<file path="src/rtl/seg7_pkg.sv">
`default_nettype none
// ============================================================================
//  Module      : seg7_pkg
//  Description : Shared constants for the 7-segment scanner: hex decode map,
//                blank pattern and scan state encoding.
//  Revision    : 1.0 - initial release
// ============================================================================
package seg7_pkg;

    localparam logic [6:0] c_SEG_OFF = 7'h7F;

    localparam logic [0:0] c_ST_BLANK = 1'b0;
    localparam logic [0:0] c_ST_SHOW  = 1'b1;

    // Active-high segment patterns, bit order {g,f,e,d,c,b,a}
    localparam logic [6:0] c_HEX_SEG [16] = '{
        7'h3F, 7'h06, 7'h5B, 7'h4F, 7'h66, 7'h6D, 7'h7D, 7'h07,
        7'h7F, 7'h6F, 7'h77, 7'h7C, 7'h39, 7'h5E, 7'h79, 7'h71
    };

endpackage
`default_nettype wire

</file>
<file path="src/rtl/hex_to_seg7.sv">
`default_nettype none
// ============================================================================
//  Module      : hex_to_seg7
//  Description : Combinational 4-bit hex to 7-segment (active-high) decoder.
//  Revision    : 1.0 - initial release
// ============================================================================
module hex_to_seg7
    import seg7_pkg::*;
(
    input  logic [3:0] hex,
    output logic [6:0] seg
);

    always_comb begin
        seg = c_HEX_SEG[hex];
    end

endmodule
`default_nettype wire

</file>
<file path="src/rtl/seg7_scanner.sv">
`default_nettype none
// ============================================================================
//  Module      : seg7_scanner
//  Description : Time-multiplexed common-anode 7-segment driver with dwell,
//                inter-digit blanking and once-per-frame data snapshot.
//  Revision    : 1.0 - initial release
// ============================================================================
module seg7_scanner
    import seg7_pkg::*;
#(
    parameter int DIGITS = 4,
    parameter int DWELL  = 1024,
    parameter int BLANK  = 16
) (
    input  logic                  clk,
    input  logic                  rst,
    input  logic [4*DIGITS-1:0]   data,
    input  logic [DIGITS-1:0]     dp,
    input  logic [DIGITS-1:0]     en,
    output logic [DIGITS-1:0]     an_n,
    output logic [6:0]            seg_n,
    output logic                  dp_n,
    output logic                  frame_tick
);

    localparam int c_CNT_MAX = (DWELL > BLANK) ? DWELL : BLANK;
    localparam int c_CNT_W   = $clog2(c_CNT_MAX + 1);
    localparam int c_IDX_W   = (DIGITS > 1) ? $clog2(DIGITS) : 1;

    localparam logic [c_CNT_W-1:0] c_DWELL_LAST = c_CNT_W'(DWELL - 1);
    localparam logic [c_CNT_W-1:0] c_BLANK_LAST = c_CNT_W'(BLANK - 1);
    localparam logic [c_IDX_W-1:0] c_IDX_LAST   = c_IDX_W'(DIGITS - 1);

    logic [0:0]             r_state;
    logic [c_CNT_W-1:0]     r_cnt;
    logic [c_IDX_W-1:0]     r_idx;
    logic [4*DIGITS-1:0]    r_data_sh;
    logic [DIGITS-1:0]      r_dp_sh;
    logic [DIGITS-1:0]      r_en_sh;
    logic [DIGITS-1:0]      r_an_n;
    logic [6:0]             r_seg_n;
    logic                   r_dp_n;
    logic                   r_frame_tick;

    logic [0:0]             w_state_nxt;
    logic [c_CNT_W-1:0]     w_cnt_nxt;
    logic [c_IDX_W-1:0]     w_idx_nxt;
    logic                   w_snap;
    logic                   w_tick_nxt;
    logic [4*DIGITS-1:0]    w_data_sh_nxt;
    logic [DIGITS-1:0]      w_dp_sh_nxt;
    logic [DIGITS-1:0]      w_en_sh_nxt;
    logic [3:0]             w_nibble;
    logic [6:0]             w_seg;
    logic [DIGITS-1:0]      w_an_n_nxt;
    logic [6:0]             w_seg_n_nxt;
    logic                   w_dp_n_nxt;

    always_comb begin
        w_state_nxt = r_state;
        w_cnt_nxt   = r_cnt + 1'b1;
        w_idx_nxt   = r_idx;
        w_snap      = 1'b0;
        w_tick_nxt  = 1'b0;
        case (r_state)
            c_ST_BLANK: begin
                if (r_cnt == c_BLANK_LAST) begin
                    w_state_nxt = c_ST_SHOW;
                    w_cnt_nxt   = '0;
                    w_snap      = (r_idx == '0);
                end
            end
            default: begin
                if (r_cnt == c_DWELL_LAST) begin
                    w_state_nxt = c_ST_BLANK;
                    w_cnt_nxt   = '0;
                    w_idx_nxt   = (r_idx == c_IDX_LAST) ? '0 : r_idx + 1'b1;
                    w_tick_nxt  = (r_idx == c_IDX_LAST);
                end
            end
        endcase
    end

    // Outputs are computed from the next-cycle view (including a snapshot
    // captured on this same edge) so they change together with the state.
    assign w_data_sh_nxt = w_snap ? data : r_data_sh;
    assign w_dp_sh_nxt   = w_snap ? dp   : r_dp_sh;
    assign w_en_sh_nxt   = w_snap ? en   : r_en_sh;
    assign w_nibble      = w_data_sh_nxt[4*r_idx +: 4];

    hex_to_seg7 u_hex_to_seg7 (
        .hex (w_nibble),
        .seg (w_seg)
    );

    always_comb begin
        w_an_n_nxt  = '1;
        w_seg_n_nxt = c_SEG_OFF;
        w_dp_n_nxt  = 1'b1;
        if (w_state_nxt == c_ST_SHOW && w_en_sh_nxt[r_idx]) begin
            w_an_n_nxt[r_idx] = 1'b0;
            w_seg_n_nxt       = ~w_seg;
            w_dp_n_nxt        = ~w_dp_sh_nxt[r_idx];
        end
    end

    always_ff @(posedge clk or posedge rst) begin
        if (rst) begin
            r_state      <= c_ST_BLANK;
            r_cnt        <= '0;
            r_idx        <= '0;
            r_data_sh    <= '0;
            r_dp_sh      <= '0;
            r_en_sh      <= '0;
            r_an_n       <= '1;
            r_seg_n      <= c_SEG_OFF;
            r_dp_n       <= 1'b1;
            r_frame_tick <= 1'b0;
        end else begin
            r_state      <= w_state_nxt;
            r_cnt        <= w_cnt_nxt;
            r_idx        <= w_idx_nxt;
            r_data_sh    <= w_data_sh_nxt;
            r_dp_sh      <= w_dp_sh_nxt;
            r_en_sh      <= w_en_sh_nxt;
            r_an_n       <= w_an_n_nxt;
            r_seg_n      <= w_seg_n_nxt;
            r_dp_n       <= w_dp_n_nxt;
            r_frame_tick <= w_tick_nxt;
        end
    end

    assign an_n       = r_an_n;
    assign seg_n      = r_seg_n;
    assign dp_n       = r_dp_n;
    assign frame_tick = r_frame_tick;

endmodule
`default_nettype wire

</file>
<file path="config.mk">
export PLATFORM = sky130hd
export DESIGN_NAME = seg7_scanner
export DESIGN_NICKNAME = d
export VERILOG_FILES = /design/src/rtl/seg7_pkg.sv /design/src/rtl/hex_to_seg7.sv /design/src/rtl/seg7_scanner.sv
export SDC_FILE = /design/constraint.sdc
export NUM_CORES = 1
export LEC_CHECK = 0
export BUFFER_PORTS_ARGS = -buffer_cell sky130_fd_sc_hd__buf_2
export CAP_MARGIN = 40
export CORE_MARGIN = 1.5
export CORE_UTILIZATION = 30
export CTS_CLUSTER_SIZE = 12
export DETAILED_ROUTE_END_ITERATION = 7
export MAX_ROUTING_LAYER = met4
export PLACE_DENSITY_LB_ADDON = 0.1
export SLEW_MARGIN = 20
export SYNTH_ARGS = -nofsm -noshare
export SYNTH_HDL_FRONTEND = slang
export SYNTH_SLANG_ARGS = --single-unit
export TNS_END_PERCENT = 50
</file>
<file path="constraint.sdc">
create_clock -name clk -period 3.5 [get_ports clk]
set_input_delay 0.875 -clock clk [delete_from_list [all_inputs] [get_ports clk]]
set_output_delay 0.875 -clock clk [all_outputs]
set_load 0.01 [all_outputs]
</file>
==> results of run 1 <==
-- flip-flops by register name (all words and copies together) (netlist names) --
register and flops:
r_data_sh 16, dp_n 1, r_cnt 11, seg_n 7
r_en_sh 4, r_idx 2, r_state 1, r_dp_sh 4
an_n 4, frame_tick 1
-- worst max-delay path: cells and delay by family (launching register included) --
kind / cells / cell delay [ns]
flops: 1 / 0.38
compound gates: 2 / 0.47
buf+inv: 3 / 0.52
simple gates: 2 / 0.42
fa+ha+maj: 2 / 0.45
mux: 2 / 0.69
-- synthesized netlist by cell type (2+ instances only) --
master                       n
sky130_fd_sc_hd__a2111oi_0   3
sky130_fd_sc_hd__a21oi_1     4
sky130_fd_sc_hd__a31oi_1     3
sky130_fd_sc_hd__a32oi_1     2
sky130_fd_sc_hd__and3_1      4
sky130_fd_sc_hd__and4_1      2
sky130_fd_sc_hd__clkbuf_1    5
sky130_fd_sc_hd__dfrtp_1    39
sky130_fd_sc_hd__dfstp_2    12
sky130_fd_sc_hd__ha_1       11
sky130_fd_sc_hd__inv_1       9
sky130_fd_sc_hd__mux2_2     28
sky130_fd_sc_hd__mux2i_4     3
sky130_fd_sc_hd__mux4_1      2
sky130_fd_sc_hd__mux4_2      7
sky130_fd_sc_hd__nand2_1    14
sky130_fd_sc_hd__nand2b_1    4
sky130_fd_sc_hd__nand3_1     4
sky130_fd_sc_hd__nand4_1     3
sky130_fd_sc_hd__nor2_1     12
sky130_fd_sc_hd__nor3_1      4
sky130_fd_sc_hd__nor4_1      3
sky130_fd_sc_hd__nor4_4      2
sky130_fd_sc_hd__o21a_1      2
sky130_fd_sc_hd__o21ai_0     6
sky130_fd_sc_hd__or4_1       2
sky130_fd_sc_hd__xnor2_1     5
sky130_fd_sc_hd__xor2_1      4
-- per-stage QoR --
| step | instance area (um^2) | hold slack (ns) |
|---|---|---|
| 2_1_floorplan | 2710 | 0.425 |
| 6_report | 3180 | 0.470 |
| 5_1_grt | 3180 | 0.505 |
| 3_3_place_gp | 3040 | 0.462 |
| 3_5_place_dp | 3060 | 0.468 |
| 4_1_cts | 3180 | 0.481 |
-- layout make-up --
cell class | count | share of cell area, %
clock buffers | 6 | 2.60
well taps | 108 | 4.25
multi-input cells | 146 | 42.3
flip-flops and latches | 51 | 40.6
repair buffers | 45 | 8.03
inverters | 9 | 1.06
clock inverters | 2 | 1.10
-- cell usage in the layout, fill, tap and decap left out, drive strengths merged, types with 2 or more instances in the layout --
| master | netlist | layout |
|---|---|---|
| and4 | 2 | 2 |
| ha | 11 | 11 |
| mux4 | 9 | 9 |
| and3 | 5 | 5 |
| nor2 | 12 | 12 |
| nand2b | 4 | 4 |
| nand4 | 3 | 3 |
| a31oi | 3 | 3 |
| buf | 3 | 45 |
| clkbuf | 5 | 6 |
| xnor2 | 5 | 5 |
| mux2 | 28 | 28 |
| o21ai | 7 | 7 |
| nand3 | 5 | 5 |
| mux2i | 4 | 4 |
| nor4 | 5 | 5 |
| a32oi | 2 | 2 |
| xor2 | 4 | 4 |
| o21a | 2 | 2 |
| inv | 9 | 9 |
| a21oi | 4 | 4 |
| or4 | 2 | 2 |
| a2111oi | 3 | 3 |
| nor3 | 4 | 4 |
| dfrtp | 39 | 39 |
| dfstp | 12 | 12 |
| nand2 | 14 | 14 |
-- path summary, 6_finish.rpt --
check / slack [ns] / startpoint / depth (start not counted) / to
min reg2reg: 0.47 / r_cnt[0] / 1 / r_cnt[0]
min: 0.47 / r_cnt[0] / 1 / r_cnt[0]
max: 0.47 / r_idx[1] / 11 / seg_n[3]
min in group asynchronous: 0.58 / rst / 2 / r_data_sh[4]
max reg2reg: 0.47 / r_idx[1] / 11 / seg_n[3]
max in group asynchronous: 2.32 / rst / 3 / seg_n[0]
-- where the power goes --
group	total [mW]	internal, mW	switching (mW)	leakage [nW]
Combinational	0.109	0.0519	0.0569	0.695
Sequential	0.624	0.617	0.00737	0.601
Clock	0.434	0.232	0.202	0.0612
Total	1.17	0.900	0.266	1.36
-- metal layers --
| metal | GRT usage [%] | vias to the layer above |
|---|---|---|
| met2 | 20.4 | 42 |
| met4 | 4.62 | 0 |
| met3 | 2.58 | 8 |
| met1 | 16.9 | 907 |
| li1 | - | 877 |
| met5 | - | - |
-- cells by family after synthesis --
kind of cell	count (synthesis)	synth area share, %
buffers and inverters	17	2.81
muxes	41	22.2
adders and majority gates	11	5.08
and+or+nand+nor	56	12.0
DFF	51	47.6
xor gates and xnor gates	9	2.91
AOI/OAI and AO/OA	29	7.34
==> impl_summary.md, run 1 <==
Status
The run finished with clean final reports.

Timing
The transition at the pin with the smallest max-transition slack is 0.706 ns. Timing would allow up to approximately 330 MHz. The hold violation total from the final report was 0. Setup violations remaining at the end of the flow were counted as 0.

In the post-route analysis, the smallest setup slack over all paths is 0.468 ns. Dividing the final minimum period by the clock period gives 86.6%. After routing, the total negative slack on setup checks comes to 0 ns.

The worst max-slew margin expressed relative to the limit is 52.3%. The worst clock skew is between 0.01 and 0.015 ns. Setup repair after global routing left no endpoint under its margin. The minimum clock period is 3.03 ns. The final number of max-transition violations came to 0.

GRT
The first global-routing pass estimated roughly 9600 um of wire. In the global route stage, overall resource usage came out at between 10% and 20%. The via count of the first global-routing pass was 1862. The number of antenna violations at the first check in global routing is 0. Entering global routing, the biggest net connects 27 pins. Summed over all layers, the global routing overflow is 0.

Setup path
In this run the worst path has a maximum fanout of 16. The kind of end point of the critical path is a register. The critical path in this run is classified as reg -> reg. At the worst endpoint, the required time is 3.72 ns. Traced cell by cell, the critical path runs through inv_1 -> ha_1 -> and4_1 -> nand3_4 -> buf_4 -> mux4_2 -> mux2i_4 -> inv_1 -> ha_1 -> a2111oi_0 -> a31oi_1. On the critical path, the stage with the largest delay is an instance of sky130_fd_sc_hd__mux4_2. The critical path data arrival time is approximately 3.3 ns. The kind of start point of the critical path is a register. The worst stage delay on the critical path is 0.46 ns.

Routing
The final wirelength is 5740 um. After detailed routing, the number of remaining DRC violations is 0. After detailed routing, no signal wire sits above met4.

The number of vias per cell is 5.00. The total met3 wirelength after detailed routing is 188 um. The detail route stage leaves a number of antenna-violating nets equal to 0. The routed layout has 1834 vias. After detailed routing, the average wire length per cell comes to 15.6 um. The wire length on met1 is 2680 um.

The first detailed-routing pass ran for 5 iterations. The first routing iteration left 145 violations. The wire length on met2 is between 2000 and 3000 um.

Layout
The repair_antennas step left the layout with diodes totalling 0. The final non-filler cell total is 367. The number of filler instances in the final layout is ~850. The area growth from synthesis to layout is 17.2%.

The net count of the finished layout is 295. The footprint of the flip-flops and latches is around 1300 um^2. In the final layout, the share of cells above drive strength 1 is 41.7%. For this run, the share of the core covered by cells in the final layout is a little over a third. The multi-input combinational cells in the finished layout cover a total of 1340 um^2.

Synthesis
The number of flip-flops and latches in the synthesized netlist is 51. A synthesized cell averages 12.7 um^2. In this run the cell area of the synthesized design comes to 2710 um^2.

The async set or reset register ratio after synthesis is 100%. The dominant register cell in the synthesized netlist is sky130_fd_sc_hd__dfrtp_1. Yosys mapped the design onto 43 distinct sky130hd cell types. The number of standard cells after synthesis is 214. The proportion of synthesized chip area in sequential cells is 47.6%. In the post-synthesis netlist, the biggest area contributors are sky130_fd_sc_hd__dfrtp_1, sky130_fd_sc_hd__dfstp_2, sky130_fd_sc_hd__mux2_2. When the netlist entered floorplanning its net count stood at 251.

The number of synthesized flops with an enable pin is 0. The share of synthesized area in the top cell type comes to 36.0%. Yosys printed 0 warnings. The cell taking the most area after synthesis is sky130_fd_sc_hd__dfrtp_1.

Die
In this run the vertical extent of the chip is approximately 98 um. The full die area is 9620 um^2. Row generation in the floorplan step produced 34 rows.

The starting density of the core is a little under a third. The core box area is 8720 um^2. The die outline width is between 90 and 100 um. The I/O pin count is 39.

Placement
After detailed placement, the design holds a cell count of between 300 and 400. Prior to clock tree synthesis, the placed netlist has a worst setup slack of 0.507 ns. The final weighted congestion of routability-driven global placement is 0.791. The number of buffers inserted by port buffering is 38.

The post-detailed-placement half-perimeter wirelength is 4260 um.

CTS
The TritonCTS clock tree is yes. Once the clock tree was built, the setup fixing pass inserted 0 buffers. The cell sitting at the root of the clock tree is a sky130_fd_sc_hd__clkbuf_8. The clock transition at the register clock pins on the worst setup and hold paths after CTS is 0.10 ns. The number of buffers created by CTS is 5.

Post-CTS repair changed the size of 0 cells. The largest buffer count on any clock path is 2. The H-tree depth is 2. For the worst-skew pair, the clock arrives at the later sink with an insertion delay of 0.31 ns.

CTS saw 51 sinks. The post-cts hold buffer count is 0.

Flow run
The number of max-cap violations is 0.

Power
The overall power after layout is around 1.2 mW. The areal power density over the cells is 367 nW/um^2. For this design the static power due to leakage is 1.36 nW. Across the VDD grid, the largest voltage drop is 0.000215 V.

Hold path
The type of the tightest min-delay check is reg -> reg.
Power figures use the tool's default switching activity.
==> run 2, diff against run 1 <==
==> constraint.sdc (replaced) <==
create_clock -name clk -period 2.7 [get_ports clk]
set_input_delay 0.675 -clock clk [delete_from_list [all_inputs] [get_ports clk]]
set_output_delay 0.675 -clock clk [all_outputs]
set_load 0.01 [all_outputs]
==> impl_summary.md, run 2 (synthesized netlist as in run 1, its figures left out) <==
Status
Run status: completed (unchanged).

Setup path
The terminus of the critical flop-to-flop path is seg_n[5] (was seg_n[3]). The highest net fanout along the worst path is 5 (was 16). The path depth of the worst reg2reg path is 12 (was 11). The kind of end point of the critical path is a register (unchanged). The worst flop-to-flop path startpoint was r_idx[0] (was r_idx[1]). The worst endpoint required time came to 2.93 ns (was 3.72 ns). The register-to-register setup slack is 0.09 ns (was 0.47 ns).

The critical path data arrival time is 2.83 ns (was 3.25 ns). The classification of the worst setup path is reg -> reg (unchanged). The kind of start point of the critical path was a register (unchanged).

Timing
The final total negative setup slack came to 0 ns (unchanged). The worst clock skew came to 0.0126 ns (was 0.0123 ns). The final number of max-transition violations is 0 (unchanged). The setup slack after layout was 0.0937 ns (was 0.468 ns). The hold violation total from the final report is 0 (unchanged). The final critical-path share of the clock period is 96.5% (was 86.6%). The minimum clock period is 2.61 ns (was 3.03 ns). The transition at the pin with the smallest max-transition slack is 0.571 ns (was 0.706 ns). The worst max-slew margin expressed relative to the limit is 61.9% (was 52.3%). The setup-violating endpoint count in the final report is 0 (unchanged).

The maximum clock frequency is 384 MHz (was 330 MHz). Unrepaired setup endpoints after global routing: true (was false).

Power
The net switching share of the total power is 24.5% (was 22.8%). The maximum vdd drop was 0.000191 V (was 0.000215 V). The portion of total power attributed to combinational logic is 11.6% (was 9.3%). The design internal power is 1.09 mW (was 900 uW). The proportion of power drawn by flip-flops and latches is 56.1% (was 53.5%). The power spent charging and discharging nets is 353 uW (was 266 uW).

The areal power density over the cells was 414 nW/um^2 (was 367 nW/um^2). The relative contribution of the clock network to total power is 32.3% (was 37.2%). The leakage component of the power is 1.48 nW (was 1.36 nW).

Layout
The final non-filler cell total was 396 (was 367). The area growth from synthesis to layout is 28.5% (was 17.2%). The share of post-route cells with drive strength above 1 is 54.2% (was 41.7%). The number of flip-flops under the largest register name is 16 (unchanged).

The most frequent standard cell in the layout excluding fill and tap cells is sky130_fd_sc_hd__dfrtp_1 (unchanged). The number of nets at the end of the flow is 324 (was 295). The number of filler instances in the final layout came to 840 (was 854). The largest register by flop count was r_data_sh (unchanged). Leading cell types in the layout, fill and taps excluded: sky130_fd_sc_hd__dfrtp_1, sky130_fd_sc_hd__buf_2, sky130_fd_sc_hd__buf_4 (was sky130_fd_sc_hd__dfrtp_1, sky130_fd_sc_hd__buf_2, sky130_fd_sc_hd__mux2_2). The final antenna diode count is 0 (unchanged).

Routing
The routed via count is 1954 (was 1834). The wire length per cell after detailed routing is 15.8 um (was 15.6 um). The number of detailed-routing iterations run before antenna repair is 4 (was 5).

The residual antenna-violating net count after detailed routing is 0 (unchanged). The number of vias per cell is 4.93 (was 5.00). The top metal layer carrying routed signals is met4 (unchanged). The DRC violations left came to 0 (unchanged). The final wirelength is 6260 um (was 5740 um).

The wire length on met2 was 2890 um (was 2790 um). The detailed router's first-iteration violation count is 96 (was 145). The wire length on met1 came to 3090 um (was 2680 um). The total met3 wirelength after detailed routing was 222 um (was 188 um).

Placement
The final weighted congestion of routability-driven global placement is 0.874 (was 0.791). The worst setup slack after placement was 0.0696 ns (was 0.507 ns). The number of buffers inserted by port buffering came to 38 (unchanged). The total placed cells including tap cells is 378 (was 359). The post-detailed-placement half-perimeter wirelength is 4540 um (was 4260 um).

CTS
The largest buffer count on any clock path came to 2 (unchanged). The clock insertion delay at the later pin of the skew report is 0.31 ns (about the same). The TritonCTS clock tree is yes (unchanged). The clock root buffer master is sky130_fd_sc_hd__clkbuf_8 (unchanged).

The H-tree depth was 2 (unchanged). The clock transition at the register clock pins on the worst setup and hold paths after CTS is 0.10 ns (about the same). The number of clock sinks seen by CTS is 51 (unchanged). The number of buffers created by CTS was 5 (unchanged).

Die
The die outline width was 98.1 um (unchanged). The core box area is 8720 um^2 (unchanged). The I/O pin count is 39 (unchanged). The full die area is 9620 um^2 (unchanged).

The height of the die was 98.1 um (unchanged). The cell row count was 34 (unchanged). The starting density of the core came to 31.1% (unchanged).

GRT
The aggregate global routing overflow is 0 (unchanged). The number of antenna violations at the first check in global routing was 0 (unchanged). The global router's overall resource usage was 13.6% (was 13.1%). The via count of the first global-routing pass is 1985 (was 1862). The first-pass GRT wire length is 10100 um (was 9560 um). The maximum number of pins on one net before global-route repair was 28 (was 27).

Hold path
The type of the tightest min-delay check is in -> async (was reg -> reg).

Flow run
The number of max-cap violations came to 0 (unchanged).
## run 2: cell count changes in the layout (fill, tap and decap cells not counted), moves of 2 or more
cell                        change
sky130_fd_sc_hd__mux4_2         +2
sky130_fd_sc_hd__inv_2          +5
sky130_fd_sc_hd__inv_1          -6
sky130_fd_sc_hd__buf_4         +25
sky130_fd_sc_hd__o21ai_0        -2
sky130_fd_sc_hd__ha_4           +4
sky130_fd_sc_hd__buf_6          +3
sky130_fd_sc_hd__mux4_1         -2
sky130_fd_sc_hd__ha_1           -4
sky130_fd_sc_hd__a2111oi_0      -3
sky130_fd_sc_hd__nor3_1         -2
sky130_fd_sc_hd__a2111oi_2      +2
## run 2: repair_timing
| action | CTS | global route |
|---|---|---|
| hold buffers | 0 | 0 |
| setup buffers | 0 | 9 |
| setup endpoints to repair | 0 | 7 |
| resized for setup | 0 | 19 |
## run 2: final cells by class
| class | instances | area, um^2 | share of cell area (%) |
|---|---|---|---|
| multi-input cells | 147 | 1450 | 41.7 |
| flip-flops and latches | 51 | 1290 | 37.1 |
| repair buffers | 73 | 477 | 13.7 |
| well taps | 108 | 135 | 3.88 |
| clock buffers | 7 | 86.3 | 2.48 |
| inverters | 9 | 37.5 | 1.08 |
| clock inverters | 1 | 5.00 | 0.144 |
## run 2: power by group through the flow
stage	combinational (mW)	sequential [mW]	clock (mW)
CTS	0.154	0.809	0.494
global placement	0.154	0.824	0
floorplan	0.0846	0.828	0
global route	0.185	0.813	0.518
finish	0.167	0.809	0.466
detailed placement	0.154	0.824	0
## run 2: how the worst max path moves through the flow
stage / to / slack (ns) / startpoint / depth (start not counted)
floorplan: seg_n[3] / -0.11 / r_idx[0] / 12
global placement: seg_n[5] / 0.03 / r_idx[0] / 12
detailed placement: seg_n[3] / 0.07 / r_cnt[9] / 8
CTS: seg_n[6] / 0.03 / r_cnt[9] / 8
global route: seg_n[5] / -0.06 / r_idx[0] / 12
finish: seg_n[5] / 0.09 / r_idx[0] / 12
## run 2: metrics by stage
step | util (%) | hold slack, ns | power (mW) | instance area (um^2)
finish | 40.0 | 0.408 | 1.44 | 3480
global route | 40.0 | 0.459 | 1.52 | 3480
CTS | 38.0 | 0.425 | 1.46 | 3320
detailed placement | 37.0 | 0.472 | 0.977 | 3230
global placement | 37.0 | 0.451 | 0.977 | 3230
floorplan | - | 0.425 | 0.912 | 2760
## run 2: critical path, stage by stage (launching register included)
cell and delay, ns:
sky130_fd_sc_hd__dfrtp_1 0.40, sky130_fd_sc_hd__clkinvlp_4 0.12, sky130_fd_sc_hd__ha_4 0.17, sky130_fd_sc_hd__and4_4 0.21
sky130_fd_sc_hd__nand3_4 0.14, sky130_fd_sc_hd__mux4_2 0.55, sky130_fd_sc_hd__mux2i_4 0.28, sky130_fd_sc_hd__buf_4 0.18
sky130_fd_sc_hd__ha_4 0.14, sky130_fd_sc_hd__inv_2 0.04, sky130_fd_sc_hd__a21oi_1 0.11, sky130_fd_sc_hd__o21ai_1 0.09
sky130_fd_sc_hd__o211ai_1 0.10
## run 2: routing by layer
layer  vias up  global-route usage [%]
met3         8                    2.65
li1        940                       -
met1       963                    19.1
met4         0                    4.29
met2        43                    19.9
met5         -                       -
